[src/rtl/sar_result_averager.sv]
// sar_result_averager: averages 2^LOG2_AVG SAR ADC results into a valid/ready
// output register, counting averages lost to back-pressure.
// Optional build macro: SAR_AVG_ROUND_EN (round-half-up instead of truncate).
// Ports:
//   clk, reset    : clock, synchronous active-high reset
//   clear         : flush accumulation and output register (keeps overrun/drop_count)
//   in_valid      : SAR valid level; a 0->1 transition marks a new result
//   in_result     : SAR result, sampled on the in_valid rising edge
//   out_data      : averaged result
//   out_valid     : out_data holds an unconsumed average
//   out_ready     : consumer accepts out_data on out_valid & out_ready
//   overrun       : sticky, a completed average was discarded
//   drop_count    : discarded averages, saturating at 255
//   fill          : samples accumulated in the current window
module sar_result_averager #(
    parameter int LOG2_AVG = 2
) (
    input  logic                clk,
    input  logic                reset,
    input  logic                clear,
    input  logic                in_valid,
    input  logic [7:0]          in_result,
    output logic [7:0]          out_data,
    output logic                out_valid,
    input  logic                out_ready,
    output logic                overrun,
    output logic [7:0]          drop_count,
    output logic [LOG2_AVG:0]   fill
);

    localparam int AW   = 8 + LOG2_AVG + 1;
    localparam int FW   = LOG2_AVG + 1;
    localparam int HALF = (2 ** LOG2_AVG) / 2;

    localparam logic [FW-1:0] LAST = FW'((2 ** LOG2_AVG) - 1);

    typedef enum logic {
        S_EMPTY,
        S_FULL
    } state_t;

    state_t        state;
    logic          prev;
    logic [AW-1:0] acc;
    logic [AW-1:0] sum;
    logic [AW-1:0] rounded;
    logic [AW-1:0] shifted;
    logic [7:0]    avg;
    logic          capture;
    logic          complete;

    assign capture  = in_valid & ~prev;
    assign complete = capture & (fill == LAST);
    assign sum      = acc + AW'(in_result);

`ifdef SAR_AVG_ROUND_EN
    // HALF is 0 for LOG2_AVG=0, so pass-through stays exact.
    assign rounded = sum + AW'(HALF);
`else
    assign rounded = sum;
`endif

    // Max of rounded >> LOG2_AVG is 255, so the low byte is exact.
    assign shifted = rounded >> LOG2_AVG;
    assign avg     = shifted[7:0];

    always_ff @(posedge clk) begin
        if (reset) begin
            prev       <= 1'b0;
            acc        <= '0;
            fill       <= '0;
            state      <= S_EMPTY;
            out_valid  <= 1'b0;
            out_data   <= '0;
            overrun    <= 1'b0;
            drop_count <= '0;
        end else if (clear) begin
            // Track the current level so an already-high valid is ignored.
            prev      <= in_valid;
            acc       <= '0;
            fill      <= '0;
            state     <= S_EMPTY;
            out_valid <= 1'b0;
        end else begin
            prev <= in_valid;

            if (complete) begin
                acc  <= '0;
                fill <= '0;
            end else if (capture) begin
                acc  <= sum;
                fill <= fill + FW'(1);
            end

            case (state)
                S_EMPTY: begin
                    if (complete) begin
                        out_data  <= avg;
                        out_valid <= 1'b1;
                        state     <= S_FULL;
                    end
                end
                S_FULL: begin
                    if (complete) begin
                        if (out_ready) begin
                            out_data <= avg;
                        end else begin
                            // Old average is still pending: drop the new one.
                            overrun <= 1'b1;
                            if (drop_count != 8'hFF) begin
                                drop_count <= drop_count + 8'd1;
                            end
                        end
                    end else if (out_ready) begin
                        out_valid <= 1'b0;
                        state     <= S_EMPTY;
                    end
                end
                default: begin
                    out_valid <= 1'b0;
                    state     <= S_EMPTY;
                end
            endcase
        end
    end

endmodule

[config.mk]
export PLATFORM = sky130hd
export DESIGN_NAME = sar_result_averager
export DESIGN_NICKNAME = d
export VERILOG_FILES = /design/src/rtl/sar_result_averager.sv
export SDC_FILE = /design/constraint.sdc
export NUM_CORES = 1
export LEC_CHECK = 0
export BUFFER_PORTS_ARGS = -buffer_cell sky130_fd_sc_hd__buf_2
export CAP_MARGIN = 40
export CELL_PAD_IN_SITES_DETAIL_PLACEMENT = 1
export CELL_PAD_IN_SITES_GLOBAL_PLACEMENT = 1
export CORE_ASPECT_RATIO = 1.25
export CORE_UTILIZATION = 40
export DETAILED_ROUTE_END_ITERATION = 8
export GPL_ROUTABILITY_DRIVEN = 0
export PLACE_DENSITY = 0.9
export SYNTH_ARGS = -nofsm -noshare
export SYNTH_HDL_FRONTEND = slang
export SYNTH_SLANG_ARGS = --single-unit
[constraint.sdc]
create_clock -name clk -period 2.8 [get_ports clk]
set_input_delay 0.56 -clock clk [delete_from_list [all_inputs] [get_ports clk]]
set_output_delay 0.56 -clock clk [all_outputs]
set_load 0.02 [all_outputs]
## Word level (Yosys, flattened, before mapping)

Index checks and enable logic that the tools add are counted.

- Register bits: 34
- Input bits: 13
- Output and inout port bits: 21
- Word-level logic and storage cells: 41

- Add/subtract/negate cells: 3
- Equality and inequality tests: 6
- Muxes and demuxes: 12
- Bitwise logic cells: 6
- Reductions and logical operators: 6

Operator list:

| cell | count |
|---|---|
| 8-bit 2-to-1 mux | 3 |
| 8-bit one-hot mux with 2 select lines | 1 |
| 11-bit by 8-bit adder with 11-bit output | 1 |
| 8-bit by 1-bit adder with 8-bit output, second input constant | 1 |
| 8-bit inequality test, second input constant | 1 |
| 4-bit AND reduction | 2 |
| 1-bit 2-to-1 mux | 6 |
| 2-bit inequality test, second input constant | 3 |
| 5-bit AND reduction | 1 |
| 1-bit inverter | 4 |
| 1-bit one-hot mux with 2 select lines | 2 |
| 3-bit by 1-bit adder with 3-bit output, second input constant | 1 |
| 3-bit by 2-bit == test with 1-bit output, second input constant | 1 |
| 3-bit AND reduction | 1 |
| 3-bit OR reduction | 1 |
| 1-bit bitwise AND | 2 |
| 2-bit by 1-bit inequality test with 1-bit output, second input constant | 1 |
| 2-bit OR reduction | 1 |

## Longest topological paths before layout

- Depth after elaboration: 5
- Gate-level depth with buffers: 10
- Mapped depth without buffers: 10

## Worst setup path before layout

Ideal clock, no wire load.

- Kind: input -> register
- From: input in_valid
- To: register out_data[6]
- Setup time: 0.063 ns
- Arrival: 2.319 ns
- Data required time: 2.737 ns
- Slack: 0.418 ns
- Cell stages on the path: 8
- Path buffers: 2
- Cells stage by stage: nor2b_1 > clkbuf_1 > nand2_1 > ha_1 > or4_4 > buf_6 > or4_1 > nand3_1

- Word-level cells in the longest chain between the ends: 4
- Elaborated cells between the ends (all ways): 5
- Classes of those cells: eq/ne: 2; bitwise: 2; reduce/logical: 1

RTL lines:

| item | line | RTL |
|---|---|---|
| from (decl) | 21 | `input logic in_valid,` |
| 1-bit bitwise AND (*) | 52 | `assign capture = in_valid & ~prev;` |
| 1-bit bitwise AND (*) | 53 | `assign complete = capture & (fill == LAST);` |
| 2-bit inequality test (no source line) or 2-bit by 1-bit inequality test with 1-bit output (tied branches) | n/a |  |
| 4-bit AND reduction (no source line) (*) | n/a |  |
| to (signal assigned) | 98 | `out_data <= avg;` |
| to (signal assigned) | 106 | `out_data <= avg;` |
| to (decl) | 23 | `output logic [7:0] out_data,` |

Every way passes the cells marked *; elsewhere a longest branch is shown, timed or not.
A chain may end at the register's enable or synchronous reset.

## Worst setup path after layout

- From: register fill[1]
- To: register drop_count[6]

- Word-level cells in the longest chain between the ends: 3

RTL lines:

| item | line | RTL |
|---|---|---|
| from (decl) | 28 | `output logic [LOG2_AVG:0] fill` |
| from (signal assigned) | 92 | `fill <= fill + FW'(1);` |
| 3-bit by 2-bit == test with 1-bit output | 53 |  |
| 1-bit bitwise AND | 53 |  |
| 5-bit AND reduction (no source line) | n/a |  |
| to (signal assigned) | 111 | `drop_count <= drop_count + 8'd1;` |
| to (decl) | 27 | `output logic [7:0] drop_count,` |

No other way between the ends.

==> flow_metrics.tcl <==
set metrics [dict create \
    status "finished, final reports clean" \
    finClkSkew_ns 0.002712 \
    critPathLaunchType "register" \
    pre_cts_ws_ns 0.2820 \
    setup_ws_ns 0.5351 \
    critical_path.endpoint_type "register" \
    netlist_top_cells_area "sky130_fd_sc_hd__dfxtp_1 37%, sky130_fd_sc_hd__ha_1 9.9%, sky130_fd_sc_hd__nand2_1 8.2%" \
    synthCells 222 \
    drt_pre_antenna_iters 4 \
    detail_route.drc_violations 0 \
    number_of_hold_buffers_added_after_cts 0 \
    whs_endpoint "out_data[1]$_SDFFE_PP0P_" \
    number_of_port_buffers 33 \
    portion_of_synthesized_cell_area_occupied_by_the_leading_cell_type_pct 37.18 \
    worstPathArrival_ns 2.42 \
    p_leak_uw 0.0008429 \
    cpMaxStageDelayCell "sky130_fd_sc_hd__dfxtp_1" \
    grt_util_all_layers_pct 19.64 \
    synth_flop_cell "sky130_fd_sc_hd__dfxtp_1" \
    grt-ovfl-total 0 \
    die_height_um 76.52 \
    start_util_pct 42.67 \
    die-width_um 61.61 \
    cts-root-to-sink-buffers 2 \
    ff_latch_area_um2 660.6 \
    postSynthNetCount 250 \
    slowest_delay_ns 0.37 \
    timing.critical_path.cells "ha_1 > ha_1 > nand2_1 > inv_1 > ha_1 > nor3b_1 > o21ai_0 > nor3_1 > xnor2_1 > nor2_1" \
    synth_largest_area_cell "sky130_fd_sc_hd__dfxtp_1" \
    netlist_top_cells_count "39 x sky130_fd_sc_hd__nand2_1, 33 x sky130_fd_sc_hd__dfxtp_1, 23 x sky130_fd_sc_hd__a21oi_1, 22 x sky130_fd_sc_hd__nor2_1, 14 x sky130_fd_sc_hd__ha_1" \
    area_growth_syn_to_layout_pct 16.34 \
    worst-path-buf-inv 1 \
    routed_wl_mm 4.276 \
    clock_tree.root_cell "sky130_fd_sc_hd__clkbuf_8" \
    vias 1664 \
    regToRegEndpoint "drop_count[6]$_SDFFE_PP0P_" \
    numClockSinks 33 \
    timing.hold.ws_ns 0.4563 \
    fill_cells 564 \
    worst_pin_slew_ns 0.5563 \
    critical_path.most_common_cell "sky130_fd_sc_hd__ha_1" \
    post_synth_num_cell_types 36 \
    number_of_buffers_inserted_by_post_cts_setup_repair 0 \
    min_path_cells 2 \
    antenna_found_initial 0 \
    crit_fanout 6 \
    cts_tree "yes" \
    synth_enable_flop_cells 0 \
    vias_per_cell 5.316 \
    first_iteration_detailed_routing_drc_count 54 \
    grt_pass1_wl_mm 6.955 \
    cellPowerDensity_nw_per_um2 450.8 \
    final_max_slew_viol_count 0 \
    netlist_area_um2 1777 \
    rr_worst_depth 10 \
    fp.dieArea_um2 4714 \
    synth.avg_cell_area_um2 8.003 \
    setup_total_negative_slack_ns 0 \
    clk-insertion-delay-late_ns 0.28 \
    grt_max_degree 26 \
    reg2reg_from "fill[1]$_SDFFE_PP0P_" \
    final_net_count 284 \
    row_count 26 \
    finalSetupViolations 0 \
    unrepaired_setup_endpoints_after_global_routing "false" \
    post_dp_hpwl_mm 3.244 \
    clk_transition_reported_paths_ns 0.06 \
    power.ir.vdd_worst_mv 0.3270 \
    grt_pass1_vias 1579 \
    timing_hold_violations_final 0 \
    synth_seq_cells 33 \
    ctsResizeCount 0 \
    cts-htree-levels 2 \
    timing.critical_path.required_ns 2.96 \
    timing.final.crit_period_ns 2.265 \
    cell_with_the_most_instances_after_synthesis "sky130_fd_sc_hd__nand2_1" \
    layout-drive-gt1-share_pct 16.34 \
    cts_made_buffers 5 \
    timing.reg2reg.setup_slack_ns 0.54 \
    warnings_from_yosys 0 \
    floorplan.core_area_um2 4164 \
    max_cap_viol_count 0 \
    criticalPathCategory "reg -> reg" \
    drt.antenna.violating_nets 0 \
    timing.final.crit_share_pct 80.89 \
    boundaryPins 34 \
    min-delay-path-class "reg -> reg" \
    antennaDiodeCount 0 \
    async_reset_ff_share_pct 0 \
    multiInputGateArea_um2 1042 \
    wire_length_per_cell_um 13.66 \
    max_freq_mhz 441.5 \
    worst_path_dominant_cell_family "simple AND/OR/NAND/NOR gates" \
    hold_start "out_data[1]$_SDFFE_PP0P_" \
    yosysSeqAreaShare_pct 37.18 \
    slew_limit_headroom_pct 62.52 \
]
## state kept, by name, indices dropped and copies added, names as in the netlist
register and cells:
out_valid 1, prev 1, drop_count 8, acc 10, state 1, fill 3, overrun 1, out_data 8
## worst max path at each step
| stage | startpoint | to | slack, ns | depth (start not counted) |
|---|---|---|---|---|
| floorplan | in_valid | out_data[6]$_SDFFE_PP0P_ | 0.42 | 8 |
| global placement | in_result[0] | out_data[6]$_SDFFE_PP0P_ | 0.39 | 9 |
| detailed placement | in_result[0] | out_data[6]$_SDFFE_PP0P_ | 0.28 | 9 |
| CTS | fill[0]$_SDFFE_PP0P_ | drop_count[6]$_SDFFE_PP0P_ | 0.48 | 10 |
| global route | fill[0]$_SDFFE_PP0P_ | drop_count[5]$_SDFFE_PP0P_ | 0.30 | 10 |
| finish | fill[1]$_SDFFE_PP0P_ | drop_count[6]$_SDFFE_PP0P_ | 0.54 | 10 |
## cells by family (layout without fill, tap and decap cells)
logic type,count (synthesis),in the layout,synth area share [%]
AOI/OAI and AO/OA,47,47,15.85
and+or+nand+nor,100,100,26.90
adders and majority gates,15,15,10.99
buffers and inverters,17,52,4.154
DFF,33,33,37.18
xor gates and xnor gates,10,10,4.929
## stage by stage
stage	instances	utilization (%)	area [um2]	power [uW]
2_1_floorplan	222	-	1777	565.8
3_3_place_gp	305	47.72	1987	594.7
3_5_place_dp	305	47.72	1987	599.6
4_1_cts	313	49.64	2067	939.5
5_1_grt	313	49.64	2067	974.9
6_report	313	49.64	2067	931.8
## power by group
| group | switching, uW | internal [uW] |
|---|---|---|
| sequential | 4.24 | 476 |
| clock | 166 | 176 |
| combinational | 67.5 | 41.1 |
| total | 238 | 694 |
## layout make-up
type	count	area share (%)
multi-input cells	172	50.42
flip-flops and latches	33	31.96
repair buffers	35	8.717
clock buffers	8	3.874
well taps	56	3.390
inverters	9	1.634
## worst reg2reg max path, cell delays in order (launching register included)
cell and delay, ns:
sky130_fd_sc_hd__dfxtp_1 0.37, sky130_fd_sc_hd__ha_1 0.17, sky130_fd_sc_hd__ha_1 0.15, sky130_fd_sc_hd__nand2_1 0.09, sky130_fd_sc_hd__inv_1 0.10, sky130_fd_sc_hd__ha_1 0.14, sky130_fd_sc_hd__nor3b_1 0.33, sky130_fd_sc_hd__o21ai_0 0.31
sky130_fd_sc_hd__nor3_1 0.27, sky130_fd_sc_hd__xnor2_1 0.16, sky130_fd_sc_hd__nor2_1 0.06
## layout by cell type, fill, tap and decap left out, types with 2 or more instances in the layout
master and instances:
sky130_fd_sc_hd__buf_4 2, sky130_fd_sc_hd__nor2_1 22, sky130_fd_sc_hd__nor3b_1 3, sky130_fd_sc_hd__nand3_1 10
sky130_fd_sc_hd__nand2_1 39, sky130_fd_sc_hd__xor2_1 4, sky130_fd_sc_hd__nor2b_1 6, sky130_fd_sc_hd__xnor2_1 6
sky130_fd_sc_hd__buf_2 33, sky130_fd_sc_hd__clkbuf_8 5, sky130_fd_sc_hd__o21ai_0 8, sky130_fd_sc_hd__or3_1 3
sky130_fd_sc_hd__dfxtp_1 33, sky130_fd_sc_hd__a211oi_1 4, sky130_fd_sc_hd__nor3_1 5, sky130_fd_sc_hd__o211ai_1 2
sky130_fd_sc_hd__ha_1 14, sky130_fd_sc_hd__nand3b_1 2, sky130_fd_sc_hd__clkbuf_1 3, sky130_fd_sc_hd__o21a_1 3
sky130_fd_sc_hd__inv_1 9, sky130_fd_sc_hd__nand4_1 4, sky130_fd_sc_hd__nand4b_1 2, sky130_fd_sc_hd__a21oi_1 23
## per-layer routing
layer | global-route usage [%] | share of wire (%) | vias to the layer above
li1 | - | - | 837
met1 | 22.57 | 44 | 795
met2 | 33.23 | 50 | 26
met3 | 5.942 | 4.9 | 6
met4 | 6.667 | 1.4 | 0
met5 | 0 | 0 | -
(Power assumes the default switching activity.)
